===== config.mk =====
export PLATFORM = sky130hd
export DESIGN_NAME = dcache_control
export DESIGN_NICKNAME = d
export VERILOG_FILES = /design/src/rtl/lc3b_types.sv /design/src/rtl/dcache_perf_counter.sv /design/src/rtl/dcache_control.sv
export SDC_FILE = /design/constraint.sdc
export NUM_CORES = 1
export LEC_CHECK = 0
export BUFFER_PORTS_ARGS = -buffer_cell sky130_fd_sc_hd__buf_2
export CAP_MARGIN = 20
export CORE_AREA = 2 2 39 41
export DETAILED_ROUTE_END_ITERATION = 6
export DIE_AREA = 0 0 41 43
export PLACE_DENSITY = 0.74
export SYNTH_ARGS = -nofsm -noshare
export SYNTH_HDL_FRONTEND = slang
export SYNTH_HIERARCHICAL = 1
export SYNTH_SLANG_ARGS = --single-unit
export TNS_END_PERCENT = 10

===== constraint.sdc =====
create_clock -name clk -period 1.45 [get_ports clk]
set_input_delay 0.145 -clock clk [delete_from_list [all_inputs] [get_ports clk]]
set_output_delay 0.145 -clock clk [all_outputs]
set_load 0.01 [all_outputs]

===== src/rtl/lc3b_types.sv =====
// Shared types for the LC-3b data cache controller: controller state
// encoding and performance counter width.
package lc3b_types;

  localparam int unsigned PERF_CNT_W = 16;

  typedef logic [PERF_CNT_W-1:0] perf_cnt_t;

  typedef enum logic [1:0] {
    IDLE      = 2'd0,
    WRITEBACK = 2'd1,
    ALLOCATE  = 2'd2
  } dcache_ctrl_state_t;

endpackage


===== src/rtl/dcache_perf_counter.sv =====
// Saturating performance counter: counts cycles with inc high and sticks
// at all-ones instead of wrapping.
module dcache_perf_counter
  import lc3b_types::*;
(
  input  logic      clk,
  input  logic      reset_n,
  input  logic      inc,
  output perf_cnt_t count
);

  // Increment on enable, hold once saturated.
  always_ff @(posedge clk or negedge reset_n) begin
    if (!reset_n) begin
      count <= '0;
    end else if (inc && (count != '1)) begin
      // NOTE: sequential state uses non-blocking assignment so every flop
      // samples pre-edge values regardless of block evaluation order.
      count <= count + perf_cnt_t'(1);
    end
  end

endmodule


===== src/rtl/dcache_control.sv =====
// Data cache controller FSM (IDLE / WRITEBACK / ALLOCATE) for a write-back,
// write-allocate cache. Hits complete combinationally in IDLE; misses write
// back a dirty victim if needed, fill the line, then re-run the request in
// IDLE where it completes as a hit.
// Optional hit/miss performance counters are built when the macro
// DCACHE_PERF_COUNTERS_EN is defined; otherwise both counter ports read 0.
module dcache_control
  import lc3b_types::*;
(
  input  logic      clk,
  input  logic      reset_n,
  // CPU side
  input  logic      mem_read,
  input  logic      mem_write,
  output logic      mem_resp,
  // Datapath / set storage
  input  logic      hit,
  input  logic      line_dirty,
  output logic      set_load,
  output logic      write_type,
  output logic      data_sel,
  // Physical memory
  output logic      pmem_read,
  output logic      pmem_write,
  output logic      pmem_addr_sel,
  input  logic      pmem_resp,
  // Performance counters
  output perf_cnt_t hit_count,
  output perf_cnt_t miss_count
);

  dcache_ctrl_state_t state;

  logic req;
  logic is_write;
  logic miss_start;

  // A simultaneous read and write is handled as a write.
  assign req        = mem_read | mem_write;
  assign is_write   = mem_write;
  assign miss_start = reset_n && (state == IDLE) && req && !hit;

  // State transitions; a reset mid-transfer simply abandons it.
  always_ff @(posedge clk or negedge reset_n) begin
    if (!reset_n) begin
      state <= IDLE;
    end else begin
      unique case (state)
        IDLE: begin
          if (req && !hit) begin
            state <= line_dirty ? WRITEBACK : ALLOCATE;
          end
        end
        WRITEBACK: begin
          if (pmem_resp) begin
            state <= ALLOCATE;
          end
        end
        ALLOCATE: begin
          if (pmem_resp) begin
            state <= IDLE;
          end
        end
        default: state <= IDLE;
      endcase
    end
  end

  // Control outputs decoded from state and inputs. They are forced low
  // while reset is asserted so no strobe can leak during reset.
  always_comb begin
    // NOTE: every output gets a default before the case so no path leaves
    // one unassigned, which would otherwise infer a latch.
    mem_resp      = 1'b0;
    set_load      = 1'b0;
    write_type    = 1'b0;
    data_sel      = 1'b0;
    pmem_read     = 1'b0;
    pmem_write    = 1'b0;
    pmem_addr_sel = 1'b0;
    if (reset_n) begin
      unique case (state)
        IDLE: begin
          if (req && hit) begin
            mem_resp = 1'b1;
            if (is_write) begin
              set_load   = 1'b1;
              write_type = 1'b1;
              data_sel   = 1'b1;
            end
          end
        end
        WRITEBACK: begin
          pmem_write    = 1'b1;
          pmem_addr_sel = 1'b1;
        end
        ALLOCATE: begin
          pmem_read = 1'b1;
          if (pmem_resp) begin
            set_load = 1'b1;
          end
        end
        default: ;
      endcase
    end
  end

`ifdef DCACHE_PERF_COUNTERS_EN
  dcache_perf_counter u_hit_counter (
    .clk     (clk),
    .reset_n (reset_n),
    .inc     (mem_resp),
    .count   (hit_count)
  );

  dcache_perf_counter u_miss_counter (
    .clk     (clk),
    .reset_n (reset_n),
    .inc     (miss_start),
    .count   (miss_count)
  );
`else
  assign hit_count  = '0;
  assign miss_count = '0;
`endif

endmodule

* After elaboration in Yosys (flattened, before gate mapping)
Cells that the tools add are included. W data, S select, Z words.
Word-level totals: input bits 7, register bits 2, logic and storage cells 31
Cells by class: reductions and logical operators 5, equality and inequality tests 5, bitwise logic cells 1, multiplexer cells 19
Operator list (number):
- $mux W1 | 13
- $mux W2 | 4
- $pmux W2 S3 | 1
- $ne A2 B2 Y1 const B | 2
- $reduce_and A3 Y1 | 1
- $eq A2 B1 Y1 const B | 1
- $eq A2 B2 Y1 const B | 1
- $logic_and A1 B1 Y1 | 2
- $logic_not A2 Y1 | 1
- $ne A2 B1 Y1 const B | 1
- $pmux W1 S2 | 1
- $logic_not A1 Y1 | 1
- $or A1 B1 Y1 | 1

* Longest topological paths before layout
Gate-level depths: netlist of the first run.
depth in word-level cells 5, mapped depth 3

* Worst setup path before layout of the first run
OpenSTA, ideal clock, no wires.
kind reg-to-output, start register state[1], end output write_type, path buffers 1, path slack 0.292 ns, stages on the path, launching flop included 4, arrival time 1.013 ns, path through dfrtp_1 -> and4bb_2 -> and2_1 -> buf_4
Between the ends: cells in the longest elaborated chain, start to end 3
RTL lines:
- from (decl) | line dcache_control.sv:32 | dcache_ctrl_state_t state;
- from (signal assigned) | line dcache_control.sv:51 | state <= line_dirty ? WRITEBACK : ALLOCATE;
- $logic_not A2 Y1
- $mux W1 (2 in a row)
- to (decl) | line dcache_control.sv:20 | output logic write_type,
Every way passes these cells.

* Worst setup path after layout of the first run
start register state[1], end output set_load
Between the ends: cells in the longest elaborated chain, start to end 3
RTL lines:
- $eq A2 B2 Y1 / $logic_not A2 Y1 (equally long branches) | line dcache_control.sv:82 | unique case (state)
- $pmux W1 S2 (*) | line dcache_control.sv:82
- $mux W1 (*) | line dcache_control.sv:81 | if (reset_n) begin
- to (decl) | line dcache_control.sv:19 | output logic set_load,
Mark *: on every way between the ends. The rest lies on a longest branch, timed or not.

==> reports/qor.yml, run 1 <==
fillers: 161
multiInputGateArea_um2: 221
drtIter0Drc: 4
fmax_ghz: 0.713
ant_nets: 0
synth_top_area_share_pct: 62.6
design_area_um2: 404
synth.distinct_cells: 15
port_buffers: 13
layout_setup_ws_ns: 0.0470
fin_util_pct: 29.2
path_cells: "buf_4 > and3b_2 > a21o_1 > buf_2"
drive_above_1_share_pct: 34.8
chipHeight_um: 43
finalNetCount: 75
grt_max_degree: 6
root_buffer: "clkbuf_4"
ir_worst_vdd_mv: 0.200
vias: 283
coreArea_um2: 1380
grt.overflow.total: 0
period_minus_slack_ns: 1.40
dpl_cell_area_um2: 354
start_util_pct: 29.5
finalClockSkew_ns: 0.00132
synth_common_cells: "buf_4 (34), and3b_2 (2), dfrtp_1 (2)"
synth_area_leaders: "buf_4 (63%), dfrtp_1 (12%), and3b_2 (4.9%)"
power_density_nw_per_um2: 1040
period_share_pct: 96.8
cts_tree: "yes"
synth_ff_type: "dfrtp_1"
clockBufferDepth: 2
clkTransAtPathRegs_ns: 0.03
avgSynthCellArea_um2: 8.16
clock-sinks: 2
hold_path.class: "input port to flip-flop"
crit_family: "flip-flops"
die_area_um2: 1760
placementRows: 14
cpPeakStageDelay_ns: 0.38
synthArstFlopShare_pct: 100
setup_viol: 0
synth_seq_cells: 2
syn_area_um2: 408
worstPathMaxFanout: 4
layout.area.seq_um2: 50.0
max_cap_violations: 0
dp_hpwl_um: 471
clock_latency_ns: 0.23
viasPerCell: 3.45
synth_most_common_cell: "buf_4"
avgRoutedWirePerCell_um: 7.16
seq_area_frac_synth_pct: 12.3
crit_slowest_cell: "dfrtp_1"
path_class: "flip-flop to output port"
n_antenna_cell: 0
yosysTopAreaCell: "buf_4"
critPathArrivalTime_ns: 1.26
grt.total_usage_pct: 7.72
gp_congestion: 0.561
die_w_um: 41
largest_reg_flops: 2
finalHoldViolCount: 0
yosys_warnings: 6
outcome: "finished, final reports clean"
synth_edf_count: 0
grt_pass1_vias: 217
synth_cells: 50
cts-buffers-inserted: 3
drtPass1Iterations: 2
largest-register: "state"
syn_to_final_growth_pct: -0.920
grt_first_pass_wirelength_um: 814
htreeDepth: 1
crit_path_end_kind: "output port"
cp-start-kind: "flip-flop"
drt_wl_total_um: 587
rsz0062_at_grt: "yes"
finalMaxSlewViolations: 0
fin_tns_setup_ns: 0
biggestRegsByFlops: "state x2"
cp_num_buf_inv: 2
rrSetupSlack_ns: 0.20
power.total_mw: 0.419
crit_required_ns: 1.31
pre_cts_ws_ns: 0.208
ios: 46
drcViolationCount: 0
p_leak_nw: 0.267
grt_antenna_before_repair: 0
placed cells by master, fill, tap and decap left out, drive strengths merged:
master        n
conb         32
buf          15
clkbuf        3
and3b         2
dfrtp         2
and4bb        1
and2          1
a21o          1
nor2          1
nor2b         1
nor3          1
or2b          1
nand2         1
o311a         1
or4b          1
a21oi         1
dlygate4sd3   1
cell families after synthesis:
logic type,count (synthesis),synth area share [%]
buf+inv,34,62.6
simple gates,10,18.4
compound gates,3,5.83
flops,2,12.3
other cells,1,0.919
repair_timing:
item                                    CTS  global route
hold endpoints to repair                  2             0
hold buffers                              1             0
endpoints found under the setup margin    1             1
gates resized for setup                   0             1
pin swaps                                 0             0
setup buffers                             2             0
path summary, 6_finish.rpt:
path                                       from                    to  cells past startpoint
hold reg to reg            state[1]$_DFFE_PN0P_  state[0]$_DFFE_PN0P_                      1
hold / removal                              hit  state[0]$_DFFE_PN0P_                      3
max in group asynchronous               reset_n  state[1]$_DFFE_PN0P_                      2
setup / recovery           state[1]$_DFFE_PN0P_              set_load                      4
min in group asynchronous               reset_n  state[0]$_DFFE_PN0P_                      2
setup reg to reg           state[0]$_DFFE_PN0P_  state[0]$_DFFE_PN0P_                      3
layer usage:
layer | track usage, % | vias up | part of all wire, %
met1 | 5.75 | 129 | 31
met3 | 3.14 | 2 | 12
met4 | 12.0 | 0 | 3.2
li1 | - | 129 | -
met5 | 0 | - | 0
met2 | 10.9 | 23 | 54
through the flow:
step                      hold WS [ns]  instances
after global routing             0.216         82
after floorplan                 -0.151         81
after detailed placement       -0.0514         76
after global placement         -0.0540         76
after CTS                        0.216         82
final                            0.212         82
power breakdown:
group          switching [mW]  total, mW  internal (mW)
combinational           0.105      0.204         0.0989
clock                  0.0342      0.126         0.0915
sequential             0.0130     0.0892         0.0762
total                   0.152      0.419          0.267
area by class of cell:
| cell class | instances | share of cell area, % |
|---|---|---|
| multi-input cells | 45 | 54.8 |
| repair buffers | 16 | 22.3 |
| flip-flops and latches | 2 | 12.4 |
| clock buffers | 3 | 5.57 |
| well taps | 16 | 4.95 |
worst reg2reg max path, cell delays in order, from the launching register on:
cell and delay (ns):
dfrtp_1 0.37, buf_4 0.15, or4b_1 0.51, a21oi_1 0.15
No activity file was read; power rests on OpenSTA's default activity.
==> run 2, diff against run 1 <==
--- a/config.mk
+++ b/config.mk
@@ -7,10 +7,11 @@
 export LEC_CHECK = 0
 export BUFFER_PORTS_ARGS = -buffer_cell sky130_fd_sc_hd__buf_2
 export CAP_MARGIN = 20
-export CORE_AREA = 2 2 39 41
+export CORE_AREA = 5 5 42 44
+export CTS_BUF_LIST = sky130_fd_sc_hd__clkbuf_4 sky130_fd_sc_hd__clkbuf_8 sky130_fd_sc_hd__clkbuf_16
 export DETAILED_ROUTE_END_ITERATION = 6
-export DIE_AREA = 0 0 41 43
-export PLACE_DENSITY = 0.74
+export DIE_AREA = 0 0 47 49
+export PLACE_DENSITY = 0.82
 export SYNTH_ARGS = -nofsm -noshare
 export SYNTH_HDL_FRONTEND = slang
 export SYNTH_HIERARCHICAL = 1
==> reports/qor.yml, run 2 (synthesis gave the netlist of run 1 again) <==
cp_num_buf_inv: 1
p_seq_share_pct: 21.2
final_common_cell: "conb_1"
crit_family: "simple AND/OR/NAND/NOR gates"
viasPerCell: 3.39
avgRoutedWirePerCell_um: 9.27
outcome: "finished, final reports clean"
n_antenna_cell: 0
pre_cts_ws_ns: 0.217
vias: 278
cp-start-kind: "flip-flop"
path_cells: "and4bb_2 > and2_4 > a21o_1 > buf_2"
drcViolationCount: 0
layout_setup_ws_ns: 0.0483
finalMaxSlewViolations: 0
cpPeakStageDelay_ns: 0.34
hold_path.class: "input port to flip-flop"
rr_worst_depth: 3
crit_path_end_kind: "output port"
rsz0062_at_grt: "yes"
clkTransAtPathRegs_ns: 0.03
clock-sinks: 2
syn_to_final_growth_pct: -0.920
max_cap_violations: 0
cts_tree: "yes"
swShare_pct: 36.2
chipHeight_um: 49
hold_slack_ns: 0.216
power_density_nw_per_um2: 1030
critPathArrivalTime_ns: 1.26
drt_wl_total_um: 760
crit_slowest_cell: "dfrtp_1"
hold_path_depth: 3
clock_latency_ns: 0.22
period_minus_slack_ns: 1.40
intPower_mw: 0.266
die_area_um2: 2300
fin_util_pct: 28.8
pwr-share-clk_pct: 29.3
fin_tns_setup_ns: 0
path_class: "flip-flop to output port"
placementRows: 14
largest_reg_flops: 2
ir_worst_vdd_mv: 0.294
worstPathMaxFanout: 3
grt.total_usage_pct: 6.76
grt_max_degree: 6
root_buffer: "clkbuf_4"
port_buffers: 13
clockBufferDepth: 2
setup_viol: 0
period_share_pct: 96.7
grt_first_pass_wirelength_um: 1110
drtIter0Drc: 0
coreArea_um2: 1400
p_leak_nw: 0.267
biggestRegsByFlops: "state x2"
gp_congestion: 0.684
finalClockSkew_ns: 0.0000815
layout_common_cells: "conb_1 (32), buf_2 (13), clkbuf_4 (3)"
drtPass1Iterations: 1
drive_above_1_share_pct: 34.8
dp_hpwl_um: 615
start_util_pct: 29.1
grt_pass1_vias: 293
grt_antenna_before_repair: 0
finalNetCount: 75
grt.overflow.total: 0
cts-buffers-inserted: 3
fmax_ghz: 0.713
p_sw_mw: 0.151
cp.depth: 4
htreeDepth: 1
comb_power_share_pct: 49.5
ios: 46
ant_nets: 0
largest-register: "state"
die_w_um: 47
crit_required_ns: 1.31
finalHoldViolCount: 0
[run 2: cell counts in the layout (fill, tap and decap cells not counted)]
Identical to the previous run, type by type.
[run 2: what timing repair did]
action,in CTS,in global routing
buffers inserted,2,0
hold buffers,1,0
endpoints found under the setup margin,1,1
hold endpoints to repair,2,0
gates resized for setup,0,1
[run 2: power groups by stage]
stage               Combinational [mW]  Clock, mW  Sequential, mW
global route                     0.231      0.130          0.0908
global placement                 0.158          0          0.0958
CTS                              0.202      0.132          0.0881
detailed placement               0.160          0          0.0998
floorplan                        0.187          0          0.0944
finish                           0.207      0.122          0.0887
[run 2: layer usage]
| layer | share of wire (%) | GRT usage [%] | vias up |
|---|---|---|---|
| met5 | 0 | 0 | - |
| met4 | 2.5 | 8.29 | 0 |
| met3 | 14 | 0 | 2 |
| met2 | 54 | 11.3 | 26 |
| met1 | 29 | 6.15 | 122 |
| li1 | - | - | 128 |
[run 2: worst paths after layout]
kind / startpoint / endpoint / slack (ns)
min in group asynchronous: reset_n / state[0]$_DFFE_PN0P_ / 0.28
max in group asynchronous: reset_n / state[1]$_DFFE_PN0P_ / 1.05
hold reg to reg: state[1]$_DFFE_PN0P_ / state[0]$_DFFE_PN0P_ / 0.55
setup reg to reg: state[0]$_DFFE_PN0P_ / state[0]$_DFFE_PN0P_ / 0.17
setup / recovery: state[0]$_DFFE_PN0P_ / set_load / 0.05
hold / removal: pmem_resp / state[1]$_DFFE_PN0P_ / 0.22
[run 2: metrics by stage]
step,instance area [um2],total power [mW],instances
global route,404,0.452,82
finish,404,0.418,82
floorplan,524,0.281,81
detailed placement,354,0.260,76
global placement,354,0.254,76
CTS,402,0.422,82
[run 2: cell type report]
type                            instances  area, um2
Clock buffer                            3       22.5
Fill cell                             167        997
Multi-Input combinational cell         45        221
Sequential cell                         2       50.0
Tap cell                               16       20.0
Timing Repair Buffer                   16       90.1
[run 2: worst min-delay path, cell delays in order]
cell and delay (ns):
buf_2 0.10, nand2_1 0.05, o311a_2 0.10
